--- config.mk ---
export PLATFORM = sky130hd
export DESIGN_NAME = input_debouncer
export DESIGN_NICKNAME = d
export VERILOG_FILES = /design/src/rtl/debounce_pkg.sv /design/src/rtl/debounce_channel.sv /design/src/rtl/input_debouncer.sv
export SDC_FILE = /design/constraint.sdc
export NUM_CORES = 1
export LEC_CHECK = 0
export CORE_ASPECT_RATIO = 1.75
export CORE_MARGIN = 8
export CORE_UTILIZATION = 55
export DETAILED_ROUTE_END_ITERATION = 12
export PLACE_DENSITY = 0.84
export SETUP_SLACK_MARGIN = 0.1
export SLEW_MARGIN = 20
export SYNTH_ARGS = -nofsm -noshare
export SYNTH_HDL_FRONTEND = slang
export SYNTH_SLANG_ARGS = --single-unit
--- constraint.sdc ---
create_clock -name sysClk -period 18.4 [get_ports sysClk]
set_input_delay 2.76 -clock sysClk [delete_from_list [all_inputs] [get_ports sysClk]]
set_output_delay 2.76 -clock sysClk [all_outputs]
set_load 0.05 [all_outputs]
--- src/rtl/debounce_pkg.sv ---
// -----------------------------------------------------------------------------
// debounce_pkg
// Shared definitions for the input debouncer:
//   - deb_state_e : per-channel debounce FSM state encoding (2 bits)
//   - default clock / timing constants and the cycle counts derived from them
//   - params_legal(): parameter legality helper used by the top level
// -----------------------------------------------------------------------------
package debounce_pkg;

    typedef enum logic [1:0] {
        STABLE_LO = 2'd0,
        CHECK_HI  = 2'd1,
        STABLE_HI = 2'd2,
        CHECK_LO  = 2'd3
    } deb_state_e;

    localparam int CLK_FREQ_HZ   = 32'd100_000_000;
    localparam int DEBOUNCE_MS   = 32'd10;
    localparam int LONG_MS       = 32'd1000;
    localparam int CYCLES_PER_MS = CLK_FREQ_HZ / 32'd1000;

    // 10 ms and 1 s at the default clock
    localparam int DEBOUNCE_CYCLES_DEF = CYCLES_PER_MS * DEBOUNCE_MS;
    localparam int LONG_CYCLES_DEF     = CYCLES_PER_MS * LONG_MS;

    // The debounce window needs at least two cycles, and a long press must
    // outlast the debounce window.
    function automatic logic params_legal(input int deb_cycles, input int long_cycles);
        return (deb_cycles >= 32'sd2) && (long_cycles > deb_cycles);
    endfunction

endpackage

--- src/rtl/debounce_channel.sv ---
// -----------------------------------------------------------------------------
// debounce_channel
// One input channel: 2-FF synchroniser, 4-state debounce FSM with a stability
// counter, and a long-press counter. All outputs are registered.
// Ports:
//   clk_i          system clock (rising edge)
//   rst_i          asynchronous reset, active high
//   din_i          raw asynchronous pin level
//   dout_o         debounced level
//   rise_o         one-cycle pulse on dout 0->1
//   fall_o         one-cycle pulse on dout 1->0
//   long_press_o   one-cycle pulse when dout has been high LONG_CYCLES cycles
//   held_o         high from the long_press pulse until dout falls
// -----------------------------------------------------------------------------
module debounce_channel
    import debounce_pkg::*;
#(
    parameter int DEBOUNCE_CYCLES = DEBOUNCE_CYCLES_DEF,
    parameter int LONG_CYCLES     = LONG_CYCLES_DEF
) (
    input  logic clk_i,
    input  logic rst_i,
    input  logic din_i,
    output logic dout_o,
    output logic rise_o,
    output logic fall_o,
    output logic long_press_o,
    output logic held_o
);

    localparam int CW = $clog2(DEBOUNCE_CYCLES);
    localparam int LW = $clog2(LONG_CYCLES + 1);

    localparam logic [CW-1:0] CNT_LAST  = CW'(DEBOUNCE_CYCLES - 1);
    localparam logic [LW-1:0] LONG_MAX  = LW'(LONG_CYCLES);
    localparam logic [LW-1:0] LONG_LAST = LW'(LONG_CYCLES - 1);

    logic          sync1_q, sync2_q;
    deb_state_e    state_q, state_d;
    logic [CW-1:0] cnt_q, cnt_d;
    logic          dout_q, dout_d;
    logic          rise_q, rise_d;
    logic          fall_q, fall_d;
    logic [LW-1:0] long_cnt_q, long_cnt_d;
    logic          long_q, long_d;
    logic          held_q, held_d;

    // Two-flop synchroniser; sync2_q is the only path from the pin.
    always_ff @(posedge clk_i or posedge rst_i) begin
        if (rst_i) begin
            sync1_q <= 1'b0;
            sync2_q <= 1'b0;
        end else begin
            sync1_q <= din_i;
            sync2_q <= sync1_q;
        end
    end

    // FSM state and debounce counter register.
    always_ff @(posedge clk_i or posedge rst_i) begin
        if (rst_i) begin
            state_q <= STABLE_LO;
            cnt_q   <= '0;
        end else begin
            state_q <= state_d;
            cnt_q   <= cnt_d;
        end
    end

    // FSM next state: the counter holds how many consecutive cycles the
    // synchronised level has differed from the accepted level.
    always_comb begin
        state_d = state_q;
        cnt_d   = cnt_q;
        case (state_q)
            STABLE_LO: begin
                if (sync2_q) begin
                    state_d = CHECK_HI;
                    cnt_d   = CW'(1'b1);
                end else begin
                    state_d = STABLE_LO;
                    cnt_d   = '0;
                end
            end
            CHECK_HI: begin
                if (!sync2_q) begin
                    state_d = STABLE_LO;
                    cnt_d   = '0;
                end else if (cnt_q == CNT_LAST) begin
                    state_d = STABLE_HI;
                    cnt_d   = '0;
                end else begin
                    state_d = CHECK_HI;
                    cnt_d   = cnt_q + CW'(1'b1);
                end
            end
            STABLE_HI: begin
                if (!sync2_q) begin
                    state_d = CHECK_LO;
                    cnt_d   = CW'(1'b1);
                end else begin
                    state_d = STABLE_HI;
                    cnt_d   = '0;
                end
            end
            CHECK_LO: begin
                if (sync2_q) begin
                    state_d = STABLE_HI;
                    cnt_d   = '0;
                end else if (cnt_q == CNT_LAST) begin
                    state_d = STABLE_LO;
                    cnt_d   = '0;
                end else begin
                    state_d = CHECK_LO;
                    cnt_d   = cnt_q + CW'(1'b1);
                end
            end
            default: begin
                state_d = STABLE_LO;
                cnt_d   = '0;
            end
        endcase
    end

    // Output next values: pulses fire on the same edge the accepted level
    // changes. The long counter follows the registered level, so a bounce in
    // CHECK_LO leaves it running; it saturates instead of wrapping.
    always_comb begin
        rise_d = (state_q == CHECK_HI) && sync2_q && (cnt_q == CNT_LAST);
        fall_d = (state_q == CHECK_LO) && !sync2_q && (cnt_q == CNT_LAST);

        if (rise_d) begin
            dout_d = 1'b1;
        end else if (fall_d) begin
            dout_d = 1'b0;
        end else begin
            dout_d = dout_q;
        end

        if (!dout_q) begin
            long_cnt_d = '0;
        end else if (long_cnt_q == LONG_MAX) begin
            long_cnt_d = long_cnt_q;
        end else begin
            long_cnt_d = long_cnt_q + LW'(1'b1);
        end

        // No long press is reported on the very edge the level falls.
        long_d = dout_q && (long_cnt_q == LONG_LAST) && !fall_d;

        if (fall_d) begin
            held_d = 1'b0;
        end else if (long_d) begin
            held_d = 1'b1;
        end else begin
            held_d = held_q;
        end
    end

    // Registered outputs and long-press counter.
    always_ff @(posedge clk_i or posedge rst_i) begin
        if (rst_i) begin
            dout_q     <= 1'b0;
            rise_q     <= 1'b0;
            fall_q     <= 1'b0;
            long_cnt_q <= '0;
            long_q     <= 1'b0;
            held_q     <= 1'b0;
        end else begin
            dout_q     <= dout_d;
            rise_q     <= rise_d;
            fall_q     <= fall_d;
            long_cnt_q <= long_cnt_d;
            long_q     <= long_d;
            held_q     <= held_d;
        end
    end

    assign dout_o       = dout_q;
    assign rise_o       = rise_q;
    assign fall_o       = fall_q;
    assign long_press_o = long_q;
    assign held_o       = held_q;

endmodule

--- src/rtl/input_debouncer.sv ---
// -----------------------------------------------------------------------------
// input_debouncer
// Conditions N_CH raw switch/button pins: one independent debounce_channel
// per pin.
// Ports:
//   sysClk     system clock (rising edge)
//   sysRst     asynchronous reset, active high
//   din        raw asynchronous pin levels [N_CH]
//   dout       debounced levels [N_CH]
//   rise       one-cycle pulses on dout 0->1 [N_CH]
//   fall       one-cycle pulses on dout 1->0 [N_CH]
//   longPress  one-cycle pulses after dout high LONG_CYCLES [N_CH]
//   held       high from longPress until dout falls [N_CH]
// -----------------------------------------------------------------------------
module input_debouncer
    import debounce_pkg::*;
#(
    parameter int N_CH            = 8,
    parameter int DEBOUNCE_CYCLES = DEBOUNCE_CYCLES_DEF,
    parameter int LONG_CYCLES     = LONG_CYCLES_DEF
) (
    input  logic            sysClk,
    input  logic            sysRst,
    input  logic [N_CH-1:0] din,
    output logic [N_CH-1:0] dout,
    output logic [N_CH-1:0] rise,
    output logic [N_CH-1:0] fall,
    output logic [N_CH-1:0] longPress,
    output logic [N_CH-1:0] held
);

    if (!params_legal(DEBOUNCE_CYCLES, LONG_CYCLES)) begin : g_param_error
        $error("input_debouncer: need DEBOUNCE_CYCLES >= 2 and LONG_CYCLES > DEBOUNCE_CYCLES");
    end

    for (genvar i = 0; i < N_CH; i++) begin : g_ch
        debounce_channel #(
            .DEBOUNCE_CYCLES(DEBOUNCE_CYCLES),
            .LONG_CYCLES    (LONG_CYCLES)
        ) u_ch (
            .clk_i       (sysClk),
            .rst_i       (sysRst),
            .din_i       (din[i]),
            .dout_o      (dout[i]),
            .rise_o      (rise[i]),
            .fall_o      (fall[i]),
            .long_press_o(longPress[i]),
            .held_o      (held[i])
        );
    end

endmodule
Word level (Yosys, flattened, before mapping)

Index checks and enable logic that the tools add are counted.

Word-level logic and storage cells: 392
Register bits: 448

Equality and inequality tests: 56
Mux-type cells: 152
Reductions and logical operators: 88
Add/sub/neg operators: 16

Operators by type and width:

| operator                | number |
|---|---|
| $pmux W20 S4            | 8 |
| $mux W20                | 24 |
| $eq A27 B27 Y1 const B  | 16 |
| $mux W27                | 16 |
| $add A27 B1 Y27 const B | 8 |
| $add A20 B1 Y20 const B | 8 |
| $eq A20 B20 Y1 const B  | 8 |
| $mux W1                 | 64 |
| $mux W2                 | 32 |
| $pmux W2 S4             | 8 |
| $logic_and A1 B1 Y1     | 48 |
| $eq A2 B2 Y1 const B    | 16 |
| $reduce_bool A2 Y1      | 16 |
| $eq A2 B1 Y1 const B    | 8 |
| $logic_not A1 Y1        | 16 |
| $logic_not A2 Y1        | 8 |
| $ne A2 B2 Y1 const B    | 8 |

Longest topological paths before layout

Depth in word-level cells: 7
Depth in mapped cells: 7

Hierarchy

From an unflattened synthesis, not the netlist that was laid out.

Cell total of the unflattened synthesis: 2420
Area, all modules: 23282.3 sq um

By module, submodules not included:

| module                              | area each (sq um) | instances | cells an instance | seq. area each (sq um) |
|---|---|---|---|---|
| debounce_channel (g_ch[0].u_ch ...) | 2917.8            | 7         | 303               | 1401.3 |
| debounce_channel (g_ch[7].u_ch)     | 2857.7            | 1         | 299               | 1401.3 |

Least setup slack after synthesis

OpenSTA, ideal clock, no wires.

Path kind: register to output
Start: register g_ch[5].u_ch.dout_q
End: output port dout[5]
Arrival: 0.644 ns
Path slack: 14.996 ns
Required time: 15.640 ns
Stages on the path, launching flop included: 2
Buffers on the path: 1
Cell sequence: dfrtp_1 > buf_4

RTL lines:

| element                | RTL line                | RTL |
|---|---|---|
| from (decl)            | debounce_channel.sv:41  | `logic dout_q, dout_d;` |
| from (signal assigned) | debounce_channel.sv:170 | `dout_q <= dout_d;` |
| to (decl)              | input_debouncer.sv:25   | `output logic [N_CH-1:0] dout,` |

No word-level cell between the ends.

==> impl_results.md <==
- Share of power burned in the clock network: 0.469
- Port Buffer Count: 49
- RePlAce Congestion: 0.8321
- Final hold violations: 0
- Root buf cell: clkbuf_16
- Met3 global-route usage: 0.02752
- Worst Skew: 0.01635 ns
- Tcrit/Tclk final: 0.2683
- DR pass1 iterations: 5
- Clock Pin Slew Worst Setup and Hold Paths: 0.06 ns
- Dpl hpwl: 32,570 µm
- Setup bufs post-CTS: 0
- Comb pwr share: 0.018
- Relative slew slack: 0.3203
- CTS Buffer Depth: 3
- CTS buffer count: 42
- Maximum number of pins on one net before global-route repair: 130
- Post-synth ARST share: 1.000
- Leak: 9.300 nW
- Internal: 1.523 mW
- Via count: 18,150
- Total GRT Usage: 0.1970
- PostCTS Resize Cnt: 0
- Vias in the first global route: 18,300
- Grt peak-use layer: met2
- Net Sw Power: 0.4178 mW
- Sequential cell area: 11,210 µm²
- Status: completed
- WP data arrival: 5.54 ns
- Max Freq: 202.6 MHz
- Crit Path Class: in -> async
- Vias per cell: 6.145
- Met1 Track Usage GR: 0.2150
- Total wire length: 48,060 µm
- Synthesized cell area: 22,930 µm²
- FP Rows: 99
- FF-to-FF End: g_ch[4].u_ch.cnt_q[7]
- Crit path launch type: input port
- Met2 Usage GRT: 0.3728
- Top-level I/O count: 50
- Fin crit period: 4.936 ns
- Worst-Margin Slew: 1.010 ns
- Max Cap Viol: 0
- Register area share after synthesis: 0.4889
- Routed length per instance: 16.27 µm
- Switching share of power: 0.2153
- Most frequent cells in the layout: 448 x dfrtp_1, 231 x nor2_1, 156 x nand2_1
- Nets: 2,400
- Fin Setup TNS: 0 ns
- Syn Nets: 2,430
- Hold EP: g_ch[7].u_ch.sync2_q
- # diodes: 0
- Initial Util: 0.5543
- Worst Hold Depth: 0
- Hold Crit Start: g_ch[7].u_ch.sync1_q
- First-pass GRT wire length: 82,930 µm
- First DRT Iteration DRCs: 1,213
- Final setup viols: 0
- Final ANT Viol Nets: 0
- Hold crit path type: reg -> reg
- EDFF count, synth: 0
- Area growth from synthesis to layout: 8.812%
- Number of distinct library cells after synthesis: 74
- Die width: 170.4 µm
- CTS sink cnt: 448
- Main synth FF type: dfrtp_1
- Area of the multi-input gates: 10,730 µm²
- Core box area: 41,370 µm²
- CP endpoint kind: async pin
- Hold slack final: 0.3537 ns
- Number of fill cells in the layout: 3,379
- RSZ-0062 raised after global routing: no
- Worst VDD drop: 0.07723 mV
- #FFs+latches synth: 448
- R2R Setup Slk: 15.64 ns
- CTS Hold Bufs: 0
- Clk_lat worst skew: 0.57 ns
- Global route overflow: 0
- Cell count after synthesis: 2,396
- Antenna violations before repair: 0
- CTS tree: yes
- Fin. max-slew vios: 0
- Reg-to-Reg Start: g_ch[4].u_ch.cnt_q[0]
- Residual DRC: 0
- Crit path max fanout: 129
- Depth of the worst register-to-register path: 5
- Chip Height: 286.1 µm
- Post-Synthesis Mean Instance Area: 9.570 µm²
- Die footprint: 48,740 µm²
- Flop pwr share: 0.513
- Critical Path RT: 19.00 ns
- Pwr Density: 77.77 nW/µm²
- Yosys Warn Count: 0
- Share of cells above drive strength 1: 0.04170
- Commonest non-fill, non-tap cell in the layout: dfrtp_1
- H-tree depth: 2
kinds of logic (layout without fill, tap and decap cells):
kind of cell	after synthesis	in the layout	share of synthesized area
buffers and inverters	217	219	0.04338
DFF	448	448	0.4889
xor gates and xnor gates	188	188	0.07181
adders and majority gates	24	24	0.01310
and+or+nand+nor	1127	1127	0.2733
muxes	27	27	0.01206
AOI/OAI and AO/OA	365	365	0.09751
synthesized netlist by cell type (all sizes together) (7+ instances only):
master / instances / area (µm²)
nor2b: 9 / 56.30
nand2b: 29 / 181.4
a21oi: 148 / 740.7
xor2: 101 / 884.6
or4: 91 / 688.2
nand3b: 9 / 67.56
ha: 24 / 300.3
inv: 88 / 330.3
or3: 60 / 375.4
or2: 7 / 43.80
nor2: 231 / 867.1
o21ai: 73 / 372.9
and2: 30 / 187.7
nand2: 156 / 585.6
a31oi: 10 / 62.56
nor4: 72 / 456.7
buf: 63 / 416.7
xnor2: 87 / 762.0
mux2i: 22 / 220.2
nand4: 111 / 706.9
and4b: 7 / 70.07
nor4b: 17 / 148.9
and4: 48 / 421.7
o21a: 10 / 75.07
o31ai: 72 / 540.5
clkbuf: 64 / 240.2
nand3: 143 / 733.2
and3: 38 / 237.7
nor3: 45 / 225.2
dfrtp: 448 / 11210
nor3b: 8 / 60.06
per-layer routing:
metal,routed length [µm],up-vias
met5,0,-
met1,18670,9051
met4,1268,0
li1,-,8639
met2,26550,355
met3,1560,102
layout make-up:
type,instances,share of cell area
Sequential cell,448,0.4493
Multi-Input combinational cell,1731,0.4298
Clock buffer,61,0.05115
Tap cell,555,0.02783
Timing Repair Buffer,53,0.02131
Inverter,90,0.01384
Clock inverter,15,0.006720
worst max-delay path, stage by stage:
cell             delay, ns
clkdlybuf4s50_1       0.49
inv_8                 0.63
buf_4                 0.85
buf_6                 0.66
worst max path at each step:
stage	endpoint	depth (start not counted)	from	slack, ns
2_1_floorplan	g_ch[0].u_ch.cnt_q[0]	1	sysRst	3.15
3_3_place_gp	g_ch[4].u_ch.fall_o	4	sysRst	12.46
3_5_place_dp	g_ch[1].u_ch.long_cnt_q[18]	4	sysRst	12.40
4_1_cts	g_ch[1].u_ch.sync1_q	4	sysRst	12.98
5_1_grt	g_ch[1].u_ch.cnt_q[8]	4	sysRst	13.00
6_report	g_ch[1].u_ch.cnt_q[5]	4	sysRst	13.46
power by group through the flow:
stage	registers [mW]	logic, mW	clock network [mW]
3_5_place_dp	1.01	0.0370	0
6_report	0.995	0.0356	0.909
4_1_cts	0.995	0.0372	0.930
5_1_grt	0.996	0.0419	0.966
3_3_place_gp	1.01	0.0356	0
2_1_floorplan	1.01	0.0266	0
per-stage QoR:
step / area [µm²] / power (mW) / utilization / setup WS, ns / instances
finish: 24950 / 1.940 / 0.6031 / 13.46 / 2953
global placement: 23500 / 1.049 / 0.5679 / 12.46 / 2877
detailed placement: 23500 / 1.051 / 0.5679 / 12.40 / 2877
global route: 24950 / 2.003 / 0.6031 / 13.00 / 2953
floorplan: 22930 / 1.039 / - / 3.155 / 2396
CTS: 24940 / 1.963 / 0.6028 / 12.98 / 2953
sequential cells by signal, summed over array words and instances, names as in the netlist:
name,cells
g_ch.u_ch.rise_o,8
g_ch.u_ch.long_cnt_q,216
g_ch.u_ch.sync1_q,8
g_ch.u_ch.held_o,8
g_ch.u_ch.fall_o,8
g_ch.u_ch.state_q,16
g_ch.u_ch.dout_o,8
g_ch.u_ch.sync2_q,8
g_ch.u_ch.long_press_o,8
g_ch.u_ch.cnt_q,160
No activity file was read; power rests on OpenSTA's default activity.
